**config.mk**
```make
export PLATFORM = sky130hd
export DESIGN_NAME = keypad_scan_debounce
export DESIGN_NICKNAME = d
export VERILOG_FILES = /design/src/rtl/keypad_scan_debounce.sv
export SDC_FILE = /design/constraint.sdc
export NUM_CORES = 1
export LEC_CHECK = 0
export ABC_AREA = 1
export CAP_MARGIN = 10
export CORE_ASPECT_RATIO = 1.5
export CORE_UTILIZATION = 53
export CTS_CLUSTER_DIAMETER = 150
export CTS_CLUSTER_SIZE = 12
export DETAILED_ROUTE_END_ITERATION = 12
export GPL_ROUTABILITY_DRIVEN = 0
export PLACE_DENSITY_LB_ADDON = 0.12
export SETUP_SLACK_MARGIN = 0.3
export SYNTH_ARGS = -nofsm -noshare
export SYNTH_HDL_FRONTEND = slang
export SYNTH_SLANG_ARGS = --single-unit
```
**constraint.sdc**
```tcl
create_clock -name clk -period 3 [get_ports clk]
set_clock_uncertainty 0.15 [all_clocks]
set_input_delay 0.3 -clock clk [delete_from_list [all_inputs] [get_ports clk]]
set_output_delay 0.3 -clock clk [all_outputs]
set_load 0.005 [all_outputs]
```
**src/rtl/keypad_scan_debounce.sv**
```systemverilog
// keypad_scan_debounce
// Scans a 4x4 active-low matrix keypad one row at a time and debounces the
// result over whole scan frames. A key is accepted after DEBOUNCE_FRAMES
// identical single-key frames and released after DEBOUNCE_FRAMES empty frames.
// Acceptance produces a one-cycle 'pressed' strobe and updates enc_out.
module keypad_scan_debounce #(
  parameter int SCAN_DIV        = 1024,
  parameter int DEBOUNCE_FRAMES = 4
) (
  input  logic       clk,
  input  logic       rst,
  input  logic [3:0] col_in,
  output logic [3:0] row_out,
  output logic [3:0] enc_out,
  output logic       pressed,
  output logic       key_held
);

  localparam int SLOT_W = (SCAN_DIV > 1) ? $clog2(SCAN_DIV) : 1;
  localparam int CNT_W  = $clog2(DEBOUNCE_FRAMES) + 1;
  localparam logic [SLOT_W-1:0] SLOT_LAST = SLOT_W'(SCAN_DIV - 1);
  localparam logic [CNT_W-1:0]  CNT_LIMIT = CNT_W'(DEBOUNCE_FRAMES);
  localparam logic [CNT_W-1:0]  CNT_ONE   = CNT_W'(1);

  typedef enum logic [1:0] {
    IDLE            = 2'd0,
    PRESS_CONFIRM   = 2'd1,
    HELD            = 2'd2,
    RELEASE_CONFIRM = 2'd3
  } state_t;

  // Scan timing
  logic [SLOT_W-1:0] slot_reg;
  logic [1:0]        row_sel_reg;
  logic [3:0]        row_out_reg;
  logic              sample_edge;
  logic              frame_done;

  assign sample_edge = (slot_reg == SLOT_LAST);
  assign frame_done  = sample_edge && (row_sel_reg == 2'd3);

  // Slot counter and one-hot-low row rotation; the row advances on the sample edge.
  always_ff @(posedge clk) begin
    if (rst) begin
      slot_reg    <= '0;
      row_sel_reg <= 2'd0;
      row_out_reg <= 4'b1110;
    end else if (sample_edge) begin
      slot_reg    <= '0;
      row_sel_reg <= row_sel_reg + 2'd1;
      row_out_reg <= {row_out_reg[2:0], row_out_reg[3]};
    end else begin
      slot_reg    <= slot_reg + SLOT_W'(1);
    end
  end

  // Column decode: a low column means the key at (current row, column) is down.
  logic [3:0] col_low;
  genvar gi;
  generate
    for (gi = 0; gi < 4; gi++) begin : g_col
      assign col_low[gi] = ~col_in[gi];
    end
  endgenerate

  // Number of closed keys in the current row and the lowest such column.
  logic [2:0] row_hits;
  logic [1:0] row_col;
  always_comb begin
    row_hits = 3'd0;
    row_col  = 2'd0;
    for (int c = 3; c >= 0; c--) begin
      if (col_low[c]) begin
        row_hits = row_hits + 3'd1;
        row_col  = c[1:0];
      end
    end
  end

  function automatic logic [3:0] key_code(input logic [1:0] r, input logic [1:0] c);
    logic [3:0] code;
    case ({r, c})
      4'h0: code = 4'h1;  4'h1: code = 4'h2;  4'h2: code = 4'h3;  4'h3: code = 4'hA;
      4'h4: code = 4'h4;  4'h5: code = 4'h5;  4'h6: code = 4'h6;  4'h7: code = 4'hB;
      4'h8: code = 4'h7;  4'h9: code = 4'h8;  4'hA: code = 4'h9;  4'hB: code = 4'hC;
      4'hC: code = 4'hE;  4'hD: code = 4'h0;  4'hE: code = 4'hF;  default: code = 4'hD;
    endcase
    return code;
  endfunction

  // Frame accumulation: hits saturate at 2 (= MULTI); code is valid when hits==1.
  logic [1:0] hits_reg;
  logic [3:0] code_reg;
  logic [1:0] frame_hits;
  logic [3:0] frame_code;
  logic [3:0] hit_sum;

  // Merge the current row sample into the running frame result.
  always_comb begin
    hit_sum    = {2'b00, hits_reg} + {1'b0, row_hits};
    frame_hits = (hit_sum >= 4'd2) ? 2'd2 : hit_sum[1:0];
    frame_code = (hits_reg == 2'd0) ? key_code(row_sel_reg, row_col) : code_reg;
  end

  // Running frame result, cleared when the row-3 sample completes the frame.
  always_ff @(posedge clk) begin
    if (rst || frame_done) begin
      hits_reg <= 2'd0;
      code_reg <= 4'd0;
    end else if (sample_edge) begin
      hits_reg <= frame_hits;
      code_reg <= frame_code;
    end
  end

  logic frame_none;
  logic frame_single;
  assign frame_none   = (frame_hits == 2'd0);
  assign frame_single = (frame_hits == 2'd1);

  // Debounce FSM
  state_t           state_reg, state_next;
  logic [CNT_W-1:0] cnt_reg, cnt_next, cnt_inc;
  logic [3:0]       cand_reg, cand_next;
  logic [3:0]       enc_reg, enc_next;
  logic             pressed_reg, pressed_next;
  logic             held_reg, held_next;

  // Debounce state and output registers.
  always_ff @(posedge clk) begin
    if (rst) begin
      state_reg   <= IDLE;
      cnt_reg     <= '0;
      cand_reg    <= 4'd0;
      enc_reg     <= 4'd0;
      pressed_reg <= 1'b0;
      held_reg    <= 1'b0;
    end else begin
      state_reg   <= state_next;
      cnt_reg     <= cnt_next;
      cand_reg    <= cand_next;
      enc_reg     <= enc_next;
      pressed_reg <= pressed_next;
      held_reg    <= held_next;
    end
  end

  // Next-state logic, evaluated only when a frame completes.
  always_comb begin
    state_next   = state_reg;
    cnt_next     = cnt_reg;
    cand_next    = cand_reg;
    enc_next     = enc_reg;
    held_next    = held_reg;
    pressed_next = 1'b0;
    cnt_inc      = (cnt_reg >= CNT_LIMIT) ? CNT_LIMIT : cnt_reg + CNT_ONE;
    if (frame_done) begin
      case (state_reg)
        IDLE: begin
          if (frame_single) begin
            state_next = PRESS_CONFIRM;
            cand_next  = frame_code;
            cnt_next   = CNT_ONE;
          end
        end
        PRESS_CONFIRM: begin
          if (frame_single && (frame_code == cand_reg)) begin
            cnt_next = cnt_inc;
            if (cnt_inc == CNT_LIMIT) begin
              state_next   = HELD;
              enc_next     = cand_reg;
              pressed_next = 1'b1;
              held_next    = 1'b1;
            end
          end else if (frame_single) begin
            cand_next = frame_code;
            cnt_next  = CNT_ONE;
          end else begin
            state_next = IDLE;
            cnt_next   = '0;
          end
        end
        HELD: begin
          if (frame_none) begin
            state_next = RELEASE_CONFIRM;
            cnt_next   = CNT_ONE;
          end
        end
        default: begin
          if (frame_none) begin
            cnt_next = cnt_inc;
            if (cnt_inc == CNT_LIMIT) begin
              state_next = IDLE;
              held_next  = 1'b0;
            end
          end else begin
            state_next = HELD;
          end
        end
      endcase
    end
  end

  assign row_out  = row_out_reg;
  assign enc_out  = enc_reg;
  assign pressed  = pressed_reg;
  assign key_held = held_reg;

endmodule

```
==> results of run 1 <==
routing by layer:
metal / up-vias / global-route usage, % / wire (um)
met5: - / 0 / 0
met4: 0 / 7.539 / 36
met3: 6 / 3.236 / 128
met2: 35 / 36.90 / 2478
met1: 942 / 23.75 / 2034
li1: 1136 / - / -
logic make-up after synthesis:
logic type	Yosys count	synth area share, %
AO/OA/AOI/OAI	45	9.948
XOR/XNOR	5	1.823
adder cells (fa/ha/maj)	22	11.77
buffers and inverters	55	8.958
flip-flops	37	30.83
AND/OR/NAND/NOR	169	36.67
cells in the final DEF, fill, tap and decap left out, drive strengths merged, types with 6 or more instances in the layout:
cell type	instances
nand2	77
inv	50
nor2	49
dfxtp	37
a21oi	24
buf	24
ha	21
nand3	21
o21ai	17
clkdlybuf4s50	11
nand3b	6
worst reg2reg max path, stage by stage (launching register included):
cell	delay, ns
dfxtp_1	0.42
ha_2	0.22
inv_2	0.04
fa_2	0.59
nand4_4	0.14
nor2_4	0.16
nand4_4	0.20
nor2_4	0.17
o21ai_1	0.08
nor2_1	0.09
stage by stage:
stage	area, sq um	total power [uW]	setup TNS [ns]	utilization [%]	cells
finish	2945	1001	0	68.79	420
global route	2945	1041	0	68.79	420
CTS	2898	999.6	0	67.68	419
detailed placement	2731	642.4	-5.146	63.79	406
global placement	2731	639.0	-3.783	63.79	406
floorplan	2427	600.7	0	-	333
layout make-up:
cell class	instances	area, sq um	share of cell area [%]
multi-input cells	241	1529	51.91
flip-flops and latches	37	740.7	25.15
repair buffers	37	329.1	11.17
inverters	51	198.9	6.754
clock buffers	5	68.82	2.336
well taps	46	57.56	1.954
clock inverters	3	21.27	0.7222
power by group:
group          switching, uW  internal (uW)  total [uW]
Clock                    189            165         354
Sequential              2.74            494         497
Combinational           82.3           67.8         150
repair_timing:
action | CTS | global route
buffers inserted | 5 | 1
resized for setup | 23 | 12
pin swaps | 20 | 20
setup endpoints to repair | 17 | 16
hold endpoints to repair | 0 | 0
final timing paths:
| check | endpoint | start | slack, ns | depth (start not counted) |
|---|---|---|---|---|
| max | enc_out[3] | col_in[3] | 0.36 | 14 |
| min | code_reg[2] | code_reg[2] | 0.32 | 2 |
| max reg2reg | enc_out[3] | hits_reg[0] | 0.68 | 9 |
| min reg2reg | code_reg[2] | code_reg[2] | 0.32 | 2 |
==> flow_metrics.py, run 1 <==
metrics = {
    "synth": {
        "synth.cells.most_frequent": "nand2_1 (66), inv_1 (42), nor2_1 (41)",
        "yosys.cell_types.count": 35,
        "synth_most_common_cell": "nand2_1",
        "synth_area_leaders": "dfxtp_1 (31%), ha_1 (11%), nand2_1 (10%)",
        "synth_async_sr_flop_share_pct": 0,
        "synth_seq_area_share_pct": 30.83,
        "top_reg_cell_synth": "dfxtp_1",
        "synth_seq_cells": 37,
        "netlist_area_sq_mm": 0.002402,
        "syn_avg_cell_area_sq_um": 7.214,
        "syn-num-nets": 361,
        "netlist_instances": 333,
        "synth-edff-count": 0,
        "yosys.area.top_type": "dfxtp_1",
        "synth_top_cell_area_share_pct": 30.83,
        "yosys_warnings": 0,
    },
    "layout": {
        "largest_register_ff_count": 10,
        "n_diodes": 0,
        "final_net_count": 401,
        "final_layout_size_suffix_gt1_share_pct": 24.06,
        "filler_cell_count": 369,
        "synthToLayoutAreaGrowth_pct": 22.60,
    },
    "critical_path": {
        "startpoint_type": "input pin",
        "critical_path.n_buffers_inverters": 3,
        "worst-path-max-fanout": 8,
        "critical_path.endpoint_type": "register",
        "setup.worst_path.class": "in -> reg",
        "worst-endpoint-arrival_ns": 2.72,
        "critical-path-slowest-cell": "fa_2",
        "timing.critical_path.slowest_cell_delay_ns": 0.59,
        "timing.critical_path.cells": "buf_8 > inv_6 > ha_4 > xnor2_4 > xor2_2 > ha_2 > inv_2 > fa_2 > nand4_4 > nor2_4 > nand4_4 > nor2_4 > o21ai_1 > nor2_1",
        "timing.critical_path.max_delay_family": "adder cells",
        "cp.required_ns": 3.08,
    },
    "power": {
        "total_leakage_power_uw": 0.001371,
        "power.ir.vdd_worst_uv": 232.0,
        "pwr_density_cell_mw_per_mm2": 339.8,
    },
    "clock_network": {
        "worst_setup_hold_path_clk_slew_ns": 0.08,
        "number_of_buffers_inserted_during_clock_tree_synthesis": 5,
        "clock-root-buffer": "clkbuf_8",
        "cts.hold.buffers_added": 0,
        "h-tree-depth": 2,
        "clk-insertion-delay-late_ns": 0.29,
        "max-clock-path-buffers": 2,
        "numClockSinks": 37,
        "cts_tree": "yes",
    },
    "sta": {
        "hold_slack_ns": 0.3198,
        "layout_min_cycle_time_ns": 2.642,
        "hold_violations": 0,
        "rsz_0062_raised_after_global_routing": "yes",
        "layout_worst_path_cycle_share_pct": 88.07,
        "worst_slack_ns": 0.3578,
        "timing_max_transition_violations_final": 0,
        "setup_viol": 0,
        "worst_pin_slew_ns": 0.3415,
        "max_freq_ghz": 0.3785,
        "slew_headroom_pct": 77.21,
    },
    "route": {
        "detail_route.wl_per_cell_um": 11.14,
        "drc": 2,
        "vias_per_cell": 5.045,
        "dr_total_vias": 2119,
        "antenna_left": 0,
        "drt-initial-drc-count": 56,
        "drtPass1Iterations": 8,
        "postRouteWirelength_mm": 4.679,
    },
    "run_status": {
        "run_status": "finished with violations",
        "violations": "design-rule violations",
    },
    "floorplanning": {
        "die-height_um": 84.46,
        "boundaryPins": 16,
        "fp.dieW_um": 56.97,
        "floorplan.initialDensity_pct": 56.11,
        "area_of_the_die_sq_mm": 0.004811,
        "rows": 29,
        "design.core.area_sq_mm": 0.004282,
    },
    "placement": {
        "io_buffers": 15,
        "detailedPlace.worstSlack_ns": -0.3868,
        "final_hpwl_from_detailed_placement_mm": 3.464,
    },
    "global_route": {
        "grt_start_max_net_pins": 19,
        "grt-ovfl-total": 0,
        "grt_antenna_before_repair": 0,
        "grt.total_usage_pct": 20.44,
        "first_global_vias": 1939,
        "grt_first_pass_wirelength_mm": 7.935,
    },
    "run": {
        "number_of_violations_of_the_max_capacitance_limit": 0,
    },
    "worst_hold_path": {
        "worst_hold_path_type": "reg -> reg",
    },
}
Note: power is estimated with default switching activity, not from simulation.
==> inputs of run 2 (changes only) <==
Settings changed: CTS_CLUSTER_DIAMETER 150 to 200.
==> results of run 2 <==
Final layout, timing and power as in run 1 (identical DEF).
==> inputs of run 3 (changes only) <==
Settings changed: SLEW_MARGIN from default to 20.
==> results of run 3 <==
Final layout, timing and power as in run 1 (identical DEF).
